==> config.mk <==
export PLATFORM = sky130hd
export DESIGN_NAME = store_queue_ctrl
export DESIGN_NICKNAME = d
export VERILOG_FILES = /design/src/rtl/store_pkg.sv /design/src/rtl/store_lane_fmt.sv /design/src/rtl/store_queue_ctrl.sv
export SDC_FILE = /design/constraint.sdc
export NUM_CORES = 1
export LEC_CHECK = 0
export BUFFER_PORTS_ARGS = -buffer_cell sky130_fd_sc_hd__buf_2
export CELL_PAD_IN_SITES_DETAIL_PLACEMENT = 1
export CELL_PAD_IN_SITES_GLOBAL_PLACEMENT = 1
export CORE_ASPECT_RATIO = 0.8
export CORE_UTILIZATION = 40
export CTS_BUF_LIST = sky130_fd_sc_hd__clkbuf_4 sky130_fd_sc_hd__clkbuf_8 sky130_fd_sc_hd__clkbuf_16
export CTS_CLUSTER_DIAMETER = 40
export CTS_CLUSTER_SIZE = 30
export DETAILED_ROUTE_END_ITERATION = 16
export PLACE_DENSITY_LB_ADDON = 0.25
export SETUP_SLACK_MARGIN = 0.15
export SLEW_MARGIN = 15
export SYNTH_ARGS = -nofsm -noshare
export SYNTH_HDL_FRONTEND = slang
export SYNTH_SLANG_ARGS = --single-unit
==> constraint.sdc <==
create_clock -name clk -period 4.6 [get_ports clk]
set_clock_uncertainty 0.15 [all_clocks]
set_input_delay 0.92 -clock clk [delete_from_list [all_inputs] [get_ports clk]]
set_output_delay 0.92 -clock clk [all_outputs]
set_load 0.02 [all_outputs]
==> src/rtl/store_pkg.sv <==
// store_pkg: shared byte-enable constants, drain FSM states and FIFO entry layout
//   for store_queue_ctrl and store_lane_fmt.
package store_pkg;
  localparam logic [3:0] BE_WORD    = 4'b1111;
  localparam logic [3:0] BE_HALF_LO = 4'b0011;
  localparam logic [3:0] BE_HALF_HI = 4'b1100;
  localparam logic [3:0] BE_BYTE0   = 4'b0001;
  localparam int ENTRY_W = 66;
  typedef enum logic {ST_IDLE, ST_REQ} state_t;
  typedef struct packed {
    logic [29:0] waddr;
    logic [31:0] wdata;
    logic [3:0]  be;
  } entry_t;
endpackage

==> src/rtl/store_lane_fmt.sv <==
// store_lane_fmt: combinational store formatter (lane-replicated data, byte enables).
//   addr[1:0], data, sb, sh in; wdata, be, misaligned out.
//   misaligned is only computed with STORE_MISALIGN_TRAP_EN defined, otherwise 0.
module store_lane_fmt
  import store_pkg::*;
(
  input  logic [1:0]  addr,
  input  logic [31:0] data,
  input  logic        sb,
  input  logic        sh,
  output logic [31:0] wdata,
  output logic [3:0]  be,
  output logic        misaligned
);
  // sh wins over sb when both are set
  always_comb begin
    wdata = sh ? {2{data[15:0]}} : sb ? {4{data[7:0]}} : data;
    be = sh ? (addr[1] ? BE_HALF_HI : BE_HALF_LO) : sb ? (BE_BYTE0 << addr) : BE_WORD;
`ifdef STORE_MISALIGN_TRAP_EN
    misaligned = sh ? addr[0] : (!sb && addr != 2'b00);
`else
    misaligned = 1'b0;
`endif
  end
endmodule

==> src/rtl/store_queue_ctrl.sv <==
// store_queue_ctrl: store buffer between execute and data-memory write port.
//   st_valid/st_ready/st_addr/st_data/st_sb/st_sh : store request in
//   mem_req/mem_addr/mem_wdata/mem_be/mem_ack     : req/ack memory write port
//   q_empty/q_count : occupancy; misalign_err : dropped-store pulse
//   Optional macro STORE_MISALIGN_TRAP_EN drops misaligned sh/word stores.
module store_queue_ctrl
  import store_pkg::*;
#(
  parameter int DEPTH = 4,
  parameter int CNT_W = 3
) (
  input  logic             clk,
  input  logic             rst_n,
  input  logic             st_valid,
  output logic             st_ready,
  input  logic [31:0]      st_addr,
  input  logic [31:0]      st_data,
  input  logic             st_sb,
  input  logic             st_sh,
  output logic             mem_req,
  output logic [31:0]      mem_addr,
  output logic [31:0]      mem_wdata,
  output logic [3:0]       mem_be,
  input  logic             mem_ack,
  output logic             q_empty,
  output logic [CNT_W-1:0] q_count,
  output logic             misalign_err
);
  localparam int PTR_W = CNT_W - 1;
  entry_t q [DEPTH];
  entry_t head;
  state_t state, state_nxt;
  logic [PTR_W-1:0] wr_ptr, rd_ptr, rd_nxt;
  logic [CNT_W-1:0] count;
  logic [31:0] fmt_wdata;
  logic [3:0] fmt_be;
  logic fmt_mis, push, pop, load;
  store_lane_fmt u_fmt (
    .addr(st_addr[1:0]),
    .data(st_data),
    .sb(st_sb),
    .sh(st_sh),
    .wdata(fmt_wdata),
    .be(fmt_be),
    .misaligned(fmt_mis)
  );
  assign st_ready = count != CNT_W'(DEPTH);
  assign push = st_valid && st_ready && !fmt_mis;
  assign pop = state == ST_REQ && mem_ack;
  assign rd_nxt = rd_ptr + PTR_W'(1);
  assign q_count = count;
  assign q_empty = count == '0;
  // On ack the next head (if any) is loaded on the same edge, so REQ has no bubble
  always_comb begin
    mem_req = state == ST_REQ;
    head = pop ? q[rd_nxt] : q[rd_ptr];
    load = mem_req ? (pop && count > CNT_W'(1)) : (count != '0);
    state_nxt = (load || (mem_req && !mem_ack)) ? ST_REQ : ST_IDLE;
  end
  always_ff @(posedge clk)
    if (push) q[wr_ptr] <= '{st_addr[31:2], fmt_wdata, fmt_be};
  always_ff @(posedge clk or negedge rst_n)
    if (!rst_n) begin
      state <= ST_IDLE;
      wr_ptr <= '0;
      rd_ptr <= '0;
      count <= '0;
      mem_addr <= '0;
      mem_wdata <= '0;
      mem_be <= '0;
    end else begin
      state <= state_nxt;
      if (push) wr_ptr <= wr_ptr + PTR_W'(1);
      if (pop) rd_ptr <= rd_nxt;
      count <= count + CNT_W'(push) - CNT_W'(pop);
      if (load) begin
        mem_addr <= {head.waddr, 2'b00};
        mem_wdata <= head.wdata;
        mem_be <= head.be;
      end
    end
`ifdef STORE_MISALIGN_TRAP_EN
  always_ff @(posedge clk or negedge rst_n)
    if (!rst_n) misalign_err <= 1'b0;
    else misalign_err <= st_valid && st_ready && fmt_mis;
`else
  assign misalign_err = 1'b0;
`endif
endmodule

==> results of run 1 <==
[state kept, by name (all words and copies together), names as in the netlist]
register / count
q_count: 3
q: 264
mem_addr: 30
rd_ptr: 2
mem_be: 4
mem_req: 1
mem_wdata: 32
wr_ptr: 2
[final cells by class]
class	instances	area [µm²]	share of cell area
inverter	38	144	0.00793
clock inverter	31	302	0.0166
sequential	338	9790	0.539
multi-input combinational	501	5240	0.289
tap	495	619	0.0341
clock buffer	49	1160	0.0638
timing repair buffer	163	898	0.0495
[report_power, final]
part | internal [mW] | leakage, nW | switching, mW
Sequential | 4.21 | 3.30 | 0.644
Clock | 2.05 | 0.721 | 1.33
Combinational | 2.46 | 2.88 | 2.58
[routing by layer]
metal,global-route usage,part of all wire,vias up
li1,-,-,4054
met1,0.251,0.43,4716
met2,0.334,0.50,207
met3,0.0364,0.042,58
met4,0.0621,0.022,0
met5,0,0,-
[worst paths after layout]
kind                                  to  slack [ps]  cells past startpoint
max in group asynchronous  mem_wdata[16]        3080                      2
max reg2reg                mem_wdata[10]        1620                      6
min                         mem_addr[13]         350                      1
min reg2reg                 mem_addr[29]         350                      1
max                        mem_wdata[10]        1620                      6
min in group clk            mem_addr[29]         350                      1
[through the flow]
step,hold WS (ps),power (mW)
after floorplan,384,8.74
after global placement,339,9.86
after detailed placement,344,10.0
after CTS,357,13.5
after global routing,369,14.0
final,352,13.3
[worst max-delay path, cell delays in order (launching register included)]
cell      delay, ps
dfrtp_4        1090
buf_4           410
buf_4           420
a211oi_1        110
a311o_1         350
a22oi_1         180
mux2_4          180
[kinds of logic after synthesis]
| group | share of synthesized area |
|---|---|
| flip-flops | 0.627 |
| multiplexers | 0.208 |
| AND/OR/NAND/NOR | 0.0502 |
| AO/OA/AOI/OAI | 0.0643 |
| buffers and inverters | 0.0395 |
| adder cells (fa/ha/maj) | 0.00770 |
| XOR/XNOR | 0.00273 |
| other | 0.000240 |
[Yosys cell counts (4+ instances only)]
cell | count | share of area
a211oi_1 | 27 | 0.013
a22oi_1 | 27 | 0.013
a311o_1 | 28 | 0.018
and3_1 | 4 | 0.0016
buf_1 | 6 | 0.0014
buf_2 | 28 | 0.0090
buf_4 | 12 | 0.0058
buf_6 | 10 | 0.0072
clkbuf_1 | 25 | 0.0060
dfrtp_1 | 74 | 0.12
edfxtp_1 | 264 | 0.51
ha_1 | 8 | 0.0064
inv_1 | 37 | 0.0089
mux2_2 | 34 | 0.025
mux2_4 | 49 | 0.047
mux2i_1 | 35 | 0.022
mux4_2 | 78 | 0.11
nand2_1 | 126 | 0.030
nand4b_1 | 27 | 0.015
o21ai_0 | 8 | 0.0026
o22ai_1 | 4 | 0.0016
o311ai_0 | 27 | 0.015
==> out/metrics.cfg, run 1 <==
[outcome]
status=complete, no violations

[synthesis]
syn_inst=957
synth_warnings=0
syn_area_um2=15600
ys_types=39
async_flop_share=0.219
synth_edf_count=264
ys.flop_type=edfxtp_1
avgSynthCellArea_um2=16.3
synth_seq_area_share=0.627
synth-seq-cells=338

[critical_path]
crit_arrival_ps=3310
critPathLaunchType=register
critPathKind=reg -> reg
required_ps=4930
worstReg2RegStart=rd_ptr[0]
setup.worst_path.end_class=register
startpoint=rd_ptr[0]
critical_path_peak_fanout=50

[flow_run]
drv_cap=0

[route]
first_pass_iters=5
wl_per_cell_um=23.3
wl_mm=37.7
remaining_drc_errors=0
vias=9035
ant_nets=0
viasPerCell=5.59
drtIter0Drc=435

[clocking]
clockBufferDepth=3
cts_made_buffers=43
cts_max_level=2
cts_resized=0
cts_root_buf=clkbuf_16
cts_setup_buffers=0
clk_pin_slew_ps=60
worstSkewPairLatency_ps=550
cts_hold_buf=0
cts_sinks=338
tritoncts=built

[die]
ios=145
core_region_area_um2=38400
die_area_um2=39800
die_h_um=179
initial_core_util=0.407
fp-row-count=64
die_x_um=223

[pwr]
pwr_density_cell_nw_per_um2=732
p_leak_nw=6.90
vdd_drop_max_mv=0.413

[grt]
grtUsageTotal=0.195
antenna_found_initial=0
overflow=0
grt_pass1_wl_mm=58.4
grt_max_degree=68
grt_pass1_vias=9764

[timing]
worst_slew_pin_slew_ps=1080
max_freq_mhz=335
post-route-period-util=0.649
max_slew_margin=0.283
fin_setup_tns_ps=0
drv_slew=0
rsz0062_at_grt=no
period_needed_ps=2980
setup_viol=0
final_hold_viol_count=0
fin_ws_ps=1620

[placement]
place_ws_ps=1230
io_buffers=141
dp_cells=1535
place_area_um2=16700
gp_congestion=0.715
dp_hpwl_mm=22.6

[finish]
layout.nets=1164
drive_above_1_share=0.368
insertedDiodeCount=0
final_cell_mix=edfxtp_1, buf_2, nand2_1, mux4_2, dfrtp_1
nFillCells=3715
fin_area_um2=18100
final_core_util=0.473
area_delta_synth_final_pct=16.4
final_common_cell=edfxtp_1
final_cell_count_no_fill=1615

[worst_hold_path]
hold_class=in -> async

Power figures use the tool's default switching activity.
==> run 2, diff against run 1 <==
--- a/config.mk
+++ b/config.mk
@@ -5,6 +5,7 @@
 export SDC_FILE = /design/constraint.sdc
 export NUM_CORES = 1
 export LEC_CHECK = 0
+export ABC_AREA = 1
 export BUFFER_PORTS_ARGS = -buffer_cell sky130_fd_sc_hd__buf_2
 export CELL_PAD_IN_SITES_DETAIL_PLACEMENT = 1
 export CELL_PAD_IN_SITES_GLOBAL_PLACEMENT = 1
==> constraint.sdc (replaced) <==
create_clock -name clk -period 2.95 [get_ports clk]
set_clock_uncertainty 0.15 [all_clocks]
set_input_delay 0.59 -clock clk [delete_from_list [all_inputs] [get_ports clk]]
set_output_delay 0.59 -clock clk [all_outputs]
set_load 0.02 [all_outputs]
==> run 2 against run 1 <==
  * Via count increased by 56%
  * Sequential share of layout area decreased by 4.1 points
  * Combinational power increased by 97%
==> out/metrics.cfg, run 2 <==
[pwr]
pwr_density_cell_nw_per_um2=1190  ; +63%
pwr-share-comb=0.423  ; +0.044
netSwitchingFraction=0.436  ; +0.0931
power_switching_mw=10.2  ; +120%
p_leak_nw=9.28  ; +34%
p_clk_frac=0.267  ; +0.012
vdd_drop_max_mv=1.06  ; +160%
p_int_mw=13.2  ; +52%
seqPwrFrac=0.310  ; -0.056

[critical_path]
critPathLaunchType=register
required_ps=3280  ; -1650 ps
reg2regPathDepth=8  ; +2
setup.worst_path.end_class=register
startpoint=rd_ptr[1]
critPathKind=reg -> reg
timing.rr.end=mem_addr[19]
critical_path_peak_fanout=94  ; +88%
worstReg2RegStart=rd_ptr[1]
rrSetupSlack_ps=670  ; -950 ps
crit_arrival_ps=2610  ; -700 ps

[timing]
fin_setup_tns_ps=0  ; unchanged
drv_slew=0  ; unchanged
setup_viol=0  ; unchanged
period_needed_ps=2280  ; -701 ps
final_hold_viol_count=0  ; unchanged
whs_ps=61.5  ; -291 ps
worst_slew_pin_slew_ps=1010  ; -62.5 ps
post-route-period-util=0.774  ; +0.125
max_slew_margin=0.324  ; +0.0417
max_freq_mhz=438  ; +31%
fin_ws_ps=668  ; -949 ps
rsz0062_at_grt=no

[worst_hold_path]
hold_class=in -> reg
min_to=q[0][50]
worstHoldPathCells=1
min_from=st_addr[16]

[finish]
final_cell_count_no_fill=2699  ; +67%
drive_above_1_share=0.132  ; -0.236
fin_area_um2=19600  ; +8.1%
final_common_cell=nand2_1
final_cell_mix=nand2_1, edfxtp_1, nand3_1, buf_2, inv_1
nFillCells=4862  ; +31%
top_register=q
area_delta_synth_final_pct=18.0
insertedDiodeCount=0  ; unchanged
largest_reg_flops=264  ; unchanged
top_regs=q: 264 flops, mem_wdata: 32 flops, mem_addr: 30 flops
layout.nets=2190  ; +88%

[synthesis]
synth_top_family_by_area=simple AND/OR/NAND/NOR gates
synth-adder-area-share=0.00722  ; -0.000481
yosysMostFrequentCell=nand2_1
netlist.area_leader.share=0.477  ; -0.0318
yosysTopAreaCell=edfxtp_1
synth-seq-cells=338  ; unchanged
synthMuxAreaShare=0  ; -0.208
syn_area_um2=16600  ; +6.7%
ys_types=21  ; -46%
synth_xor_area_frac=0.00158  ; -0.00115
synth_edf_count=264  ; unchanged
synth_simple_gate_area_frac=0.323  ; +0.273
avgSynthCellArea_um2=8.34  ; -49%
synth-compound-area-share=0.0117  ; -0.0525
ys.flop_type=edfxtp_1
async_flop_share=0.219  ; unchanged
syn_inst=1995  ; +110%
synth_warnings=0  ; unchanged
synth_common_cells=nand2_1, edfxtp_1, nand3_1
netlist_top_cells_area=edfxtp_1, nand2_1, dfrtp_1
synth_seq_area_share=0.588  ; -0.0392

[clocking]
clk_pin_slew_ps=60  ; about the same
clockBufferDepth=3  ; unchanged
worstSkewPairLatency_ps=600  ; +50 ps
cts_made_buffers=52  ; +21%
cts_sinks=338  ; unchanged
cts_max_level=2  ; unchanged
cts_setup_buffers=0  ; unchanged
tritoncts=built
cts_root_buf=clkbuf_16

[die]
fp-row-count=66  ; +3.1%
die_area_um2=42400  ; +6.6%
initial_core_util=0.408  ; +0.00119
ios=145  ; unchanged
die_x_um=230  ; +3.3%
die_h_um=184  ; +3.2%
core_region_area_um2=40800  ; +6.4%

[route]
wl_per_cell_um=19.5  ; -16%
drtIter0Drc=991  ; +130%
remaining_drc_errors=0  ; unchanged
first_pass_iters=6  ; +1
wl_mm=52.7  ; +40%
ant_nets=0  ; unchanged
vias=14100  ; +56%
viasPerCell=5.22  ; -6.7%

[grt]
grtUsageTotal=0.254  ; +0.0592
antenna_found_initial=2  ; +2
overflow=0  ; unchanged
grt_pass1_vias=14800  ; +52%
grt_max_degree=190  ; +180%
grt_pass1_wl_mm=82.5  ; +41%

[placement]
dp_hpwl_mm=30.5  ; +35%
gp_congestion=0.774  ; +8.3%
dp_cells=2600  ; +69%
place_area_um2=17800  ; +6.9%
place_ws_ps=650  ; -582 ps
io_buffers=141  ; unchanged

[outcome]
status=complete, no violations

[flow_run]
drv_cap=0  ; unchanged

run 2: final cells by class:
cell class | count | area (µm²) | share of cell area
sequential | 338 | 9780 | 0.499
multi-input combinational | 1409 | 5770 | 0.294
clock buffer | 57 | 1360 | 0.0694
timing repair buffer | 173 | 1090 | 0.0555
tap | 544 | 681 | 0.0347
inverter | 137 | 520 | 0.0265
clock inverter | 41 | 418 | 0.0213
run 2: worst max path at each step:
stage | end | cells after the start
finish | mem_addr[19] | 8
global route | mem_addr[19] | 8
CTS | mem_addr[19] | 8
detailed placement | q_count[2] | 9
global placement | q_count[2] | 9
floorplan | q[0][0] | 4
run 2: timing repair:
item	in CTS	in global routing
hold buffers	1	0
gates resized for setup	0	0
hold endpoints to repair	39	0
run 2: layer usage:
metal  global-route usage  wire, µm
met5                    0        28
met4               0.0832      1140
met3               0.0399      2380
met2                0.432     25900
met1                0.331     23300
run 2: kinds of logic after synthesis:
family	after synthesis
and+or+nand+nor	1358
DFF	338
buffers and inverters	250
AOI/OAI and AO/OA	36
adders and majority gates	9
xor gates and xnor gates	3
other	1
run 2: stage by stage:
| step | utilization | power (mW) |
|---|---|---|
| 2_1_floorplan | - | 14.0 |
| 6_report | 0.481 | 23.4 |
| 4_1_cts | 0.481 | 23.7 |
| 5_1_grt | 0.481 | 25.1 |
| 3_3_place_gp | 0.437 | 16.9 |
| 3_5_place_dp | 0.437 | 17.3 |
run 2: worst max-delay path, cell delays in order, from the launching register on:
cell and delay, ps:
dfrtp_1 380, clkinv_2 80, buf_12 450, nand2_2 420, buf_12 310, nor2_1 150
nor2_1 70, nand3_1 80, nand2_1 50
run 2: power by group through the flow:
| stage | Clock, mW | Sequential, mW | Combinational [mW] |
|---|---|---|---|
| detailed placement | 0 | 7.34 | 9.97 |
| floorplan | 0 | 7.77 | 6.23 |
| finish | 6.27 | 7.26 | 9.91 |
| global placement | 0 | 7.28 | 9.63 |
| global route | 6.58 | 7.39 | 11.1 |
| CTS | 6.39 | 7.27 | 10.0 |
==> run 3, diff against run 2 <==
==> constraint.sdc (replaced) <==
create_clock -name clk -period 1.8 [get_ports clk]
set_clock_uncertainty 0.15 [all_clocks]
set_input_delay 0.36 -clock clk [delete_from_list [all_inputs] [get_ports clk]]
set_output_delay 0.36 -clock clk [all_outputs]
set_load 0.02 [all_outputs]
==> run 3 against run 2 <==
  * The flow now finishes with violations (negative setup slack)
  * Sequential share of layout area down 7.0 points
  * Hold slack worse by 35 ps
  * Wire length up 21%
  * Setup slack worse by 920 ps
  * Power up 96%
  * Core utilization up 7.9 points
  * Critical path type unchanged
  * Highest routed layer is now met4
==> out/metrics.cfg, run 3 (synthesized netlist as in run 2, its figures left out) <==
[outcome]
violations=negative setup slack
status=finished, violations left

[timing]
max_freq_mhz=487  ; +11%
drv_slew=0  ; unchanged
final_hold_viol_count=0  ; unchanged
setup_viol=324  ; +324
worst_slew_pin_slew_ps=566  ; -448 ps
rsz0062_at_grt=yes
period_needed_ps=2050  ; -228 ps
post-route-period-util=1.14  ; +0.368
fin_ws_ps=-254  ; -922 ps
max_slew_margin=0.619  ; +0.294
fin_setup_tns_ps=-39570  ; -39570 ps

[finish]
layout.nets=2378  ; +8.6%
largest_reg_flops=264  ; unchanged
insertedDiodeCount=0  ; unchanged
top_register=q
drive_above_1_share=0.195  ; +0.0629
final_common_cell=nand2_1
area_delta_synth_final_pct=37.4
top_regs=q: 264 flops, mem_wdata: 32 flops, mem_addr: 30 flops
fin_area_um2=22900  ; +16%
final_cell_mix=nand2_1, edfxtp_1, nand3_1, inv_1, buf_2

[route]
vias=15400  ; +9.4%
viasPerCell=5.34  ; +2.3%
drtIter0Drc=1163  ; +17%
wl_mm=63.9  ; +21%
first_pass_iters=5  ; -1
remaining_drc_errors=0  ; unchanged
ant_nets=0  ; unchanged
wl_per_cell_um=22.1  ; +13%

[placement]
place_ws_ps=-280  ; -930 ps
io_buffers=141  ; unchanged
dp_hpwl_mm=35.0  ; +15%
gp_congestion=0.811  ; +4.7%
place_area_um2=18700  ; +4.7%

[clocking]
cts_max_level=2  ; unchanged
clockBufferDepth=3  ; unchanged
worstSkewPairLatency_ps=610  ; about the same
cts_root_buf=clkbuf_16
tritoncts=built
clk_pin_slew_ps=60  ; about the same
cts_sinks=338  ; unchanged
cts_made_buffers=51  ; -1.9%

[die]
core_region_area_um2=40800  ; unchanged
die_h_um=184  ; unchanged
ios=145  ; unchanged
initial_core_util=0.408  ; unchanged
die_area_um2=42400  ; unchanged
die_x_um=230  ; unchanged
fp-row-count=66  ; unchanged

[critical_path]
critical_path.top_delay_family=buffers and inverters
critPathKind=reg -> reg
critPathLaunchType=register
setup.worst_path.end_class=register
critical_path_peak_fanout=6  ; -94%
required_ps=2130  ; -1150 ps
worst_path_max_delay_cell=dfrtp_2
critical_path.most_common_cell=buf_6
crit_chain=buf_6 > inv_8 > nand2_4 > o21ai_1 > nand2_8 > buf_6 > bufbuf_16 > nand3_1 > nand2_1
critPathBufInv=4  ; +1
slowest_delay_ps=420  ; -30 ps
crit_arrival_ps=2380  ; -230 ps

[pwr]
pwr_density_cell_nw_per_um2=2010  ; +68%
vdd_drop_max_mv=1.25  ; +18%
p_leak_nw=10.7  ; +16%

[flow_run]
drv_cap=0  ; unchanged

[grt]
overflow=0  ; unchanged
grt_pass1_wl_mm=96.4  ; +17%
grtUsageTotal=0.301  ; +0.0472
grt_max_degree=88  ; -54%
grt_pass1_vias=16700  ; +13%
antenna_found_initial=0  ; -2

[worst_hold_path]
hold_class=in -> async

[run 3: cell count changes in the layout (fill, tap and decap cells not counted), moves of 7 or more]
| cell | change |
|---|---|
| buf_12 | +43 |
| buf_16 | +28 |
| buf_2 | -17 |
| buf_4 | +39 |
| buf_6 | +32 |
| buf_8 | +11 |
| clkbuf_16 | +7 |
| clkinv_1 | +7 |
| dlygate4sd3_1 | +43 |
| nand3_1 | -14 |
| nand3_2 | +13 |
[run 3: per-stage QoR]
stage / hold WS, ps / power (mW) / cells / utilization
3_3_place_gp: 93.6 / 29.4 / 2662 / 0.458
5_1_grt: 31.0 / 48.3 / 2886 / 0.560
3_5_place_dp: 94.7 / 30.1 / 2662 / 0.458
4_1_cts: 3.70 / 44.4 / 2870 / 0.550
2_1_floorplan: -85.6 / 23.0 / 1997 / -
6_report: 26.5 / 45.9 / 2886 / 0.560
[run 3: final cells by class]
class	instances	area, µm²
fill	4660	17900
sequential	338	9790
multi-input combinational	1409	5960
timing repair buffer	362	4150
clock buffer	58	1350
tap	544	681
inverter	137	546
clock inverter	38	392
[run 3: timing repair]
action | 4_1_cts | 5_1_grt
gates resized for setup | 121 | 34
setup endpoints to repair | 385 | 404
pin swaps | 16 | 11
setup buffers | 42 | 8
gates cloned | 26 | 8
hold buffers | 44 | 0
hold endpoints to repair | 240 | 0
[run 3: routing by layer]
layer	up-vias	GRT usage	routed length [µm]	share of wire
met4	0	0.136	2450	0.038
li1	6984	-	-	-
met3	155	0.0486	3750	0.059
met2	517	0.518	31200	0.49
met5	-	0	0	0
met1	7766	0.373	26500	0.41
[run 3: worst reg2reg max path: cells and delay by family (launching register included)]
kind | cells | cell delay (ps)
flip-flops | 1 | 420
AO/OA/AOI/OAI | 1 | 340
AND/OR/NAND/NOR | 4 | 390
buffers and inverters | 4 | 640
[run 3: report_power, final]
group | total, mW | leakage [nW] | switching, mW | internal, mW
sequential | 12.0 | 3.31 | 1.22 | 10.8
clock | 10.2 | 0.854 | 3.90 | 6.28
combinational | 23.7 | 6.56 | 14.3 | 9.44
total | 45.9 | 10.7 | 19.4 | 26.5
[run 3: worst paths after layout]
path,startpoint,cells past startpoint,slack (ps),endpoint
worst max-delay path,q_count[1],9,-250,mem_addr[28]
worst min-delay path,rst_n,2,30,mem_wdata[20]
worst max register to register,q_count[1],9,-250,mem_addr[28]
worst min register to register,mem_wdata[12],2,320,mem_wdata[12]
max in group asynchronous,rst_n,3,940,rd_ptr[0]
min in group clk,st_data[20],3,30,q[1][24]
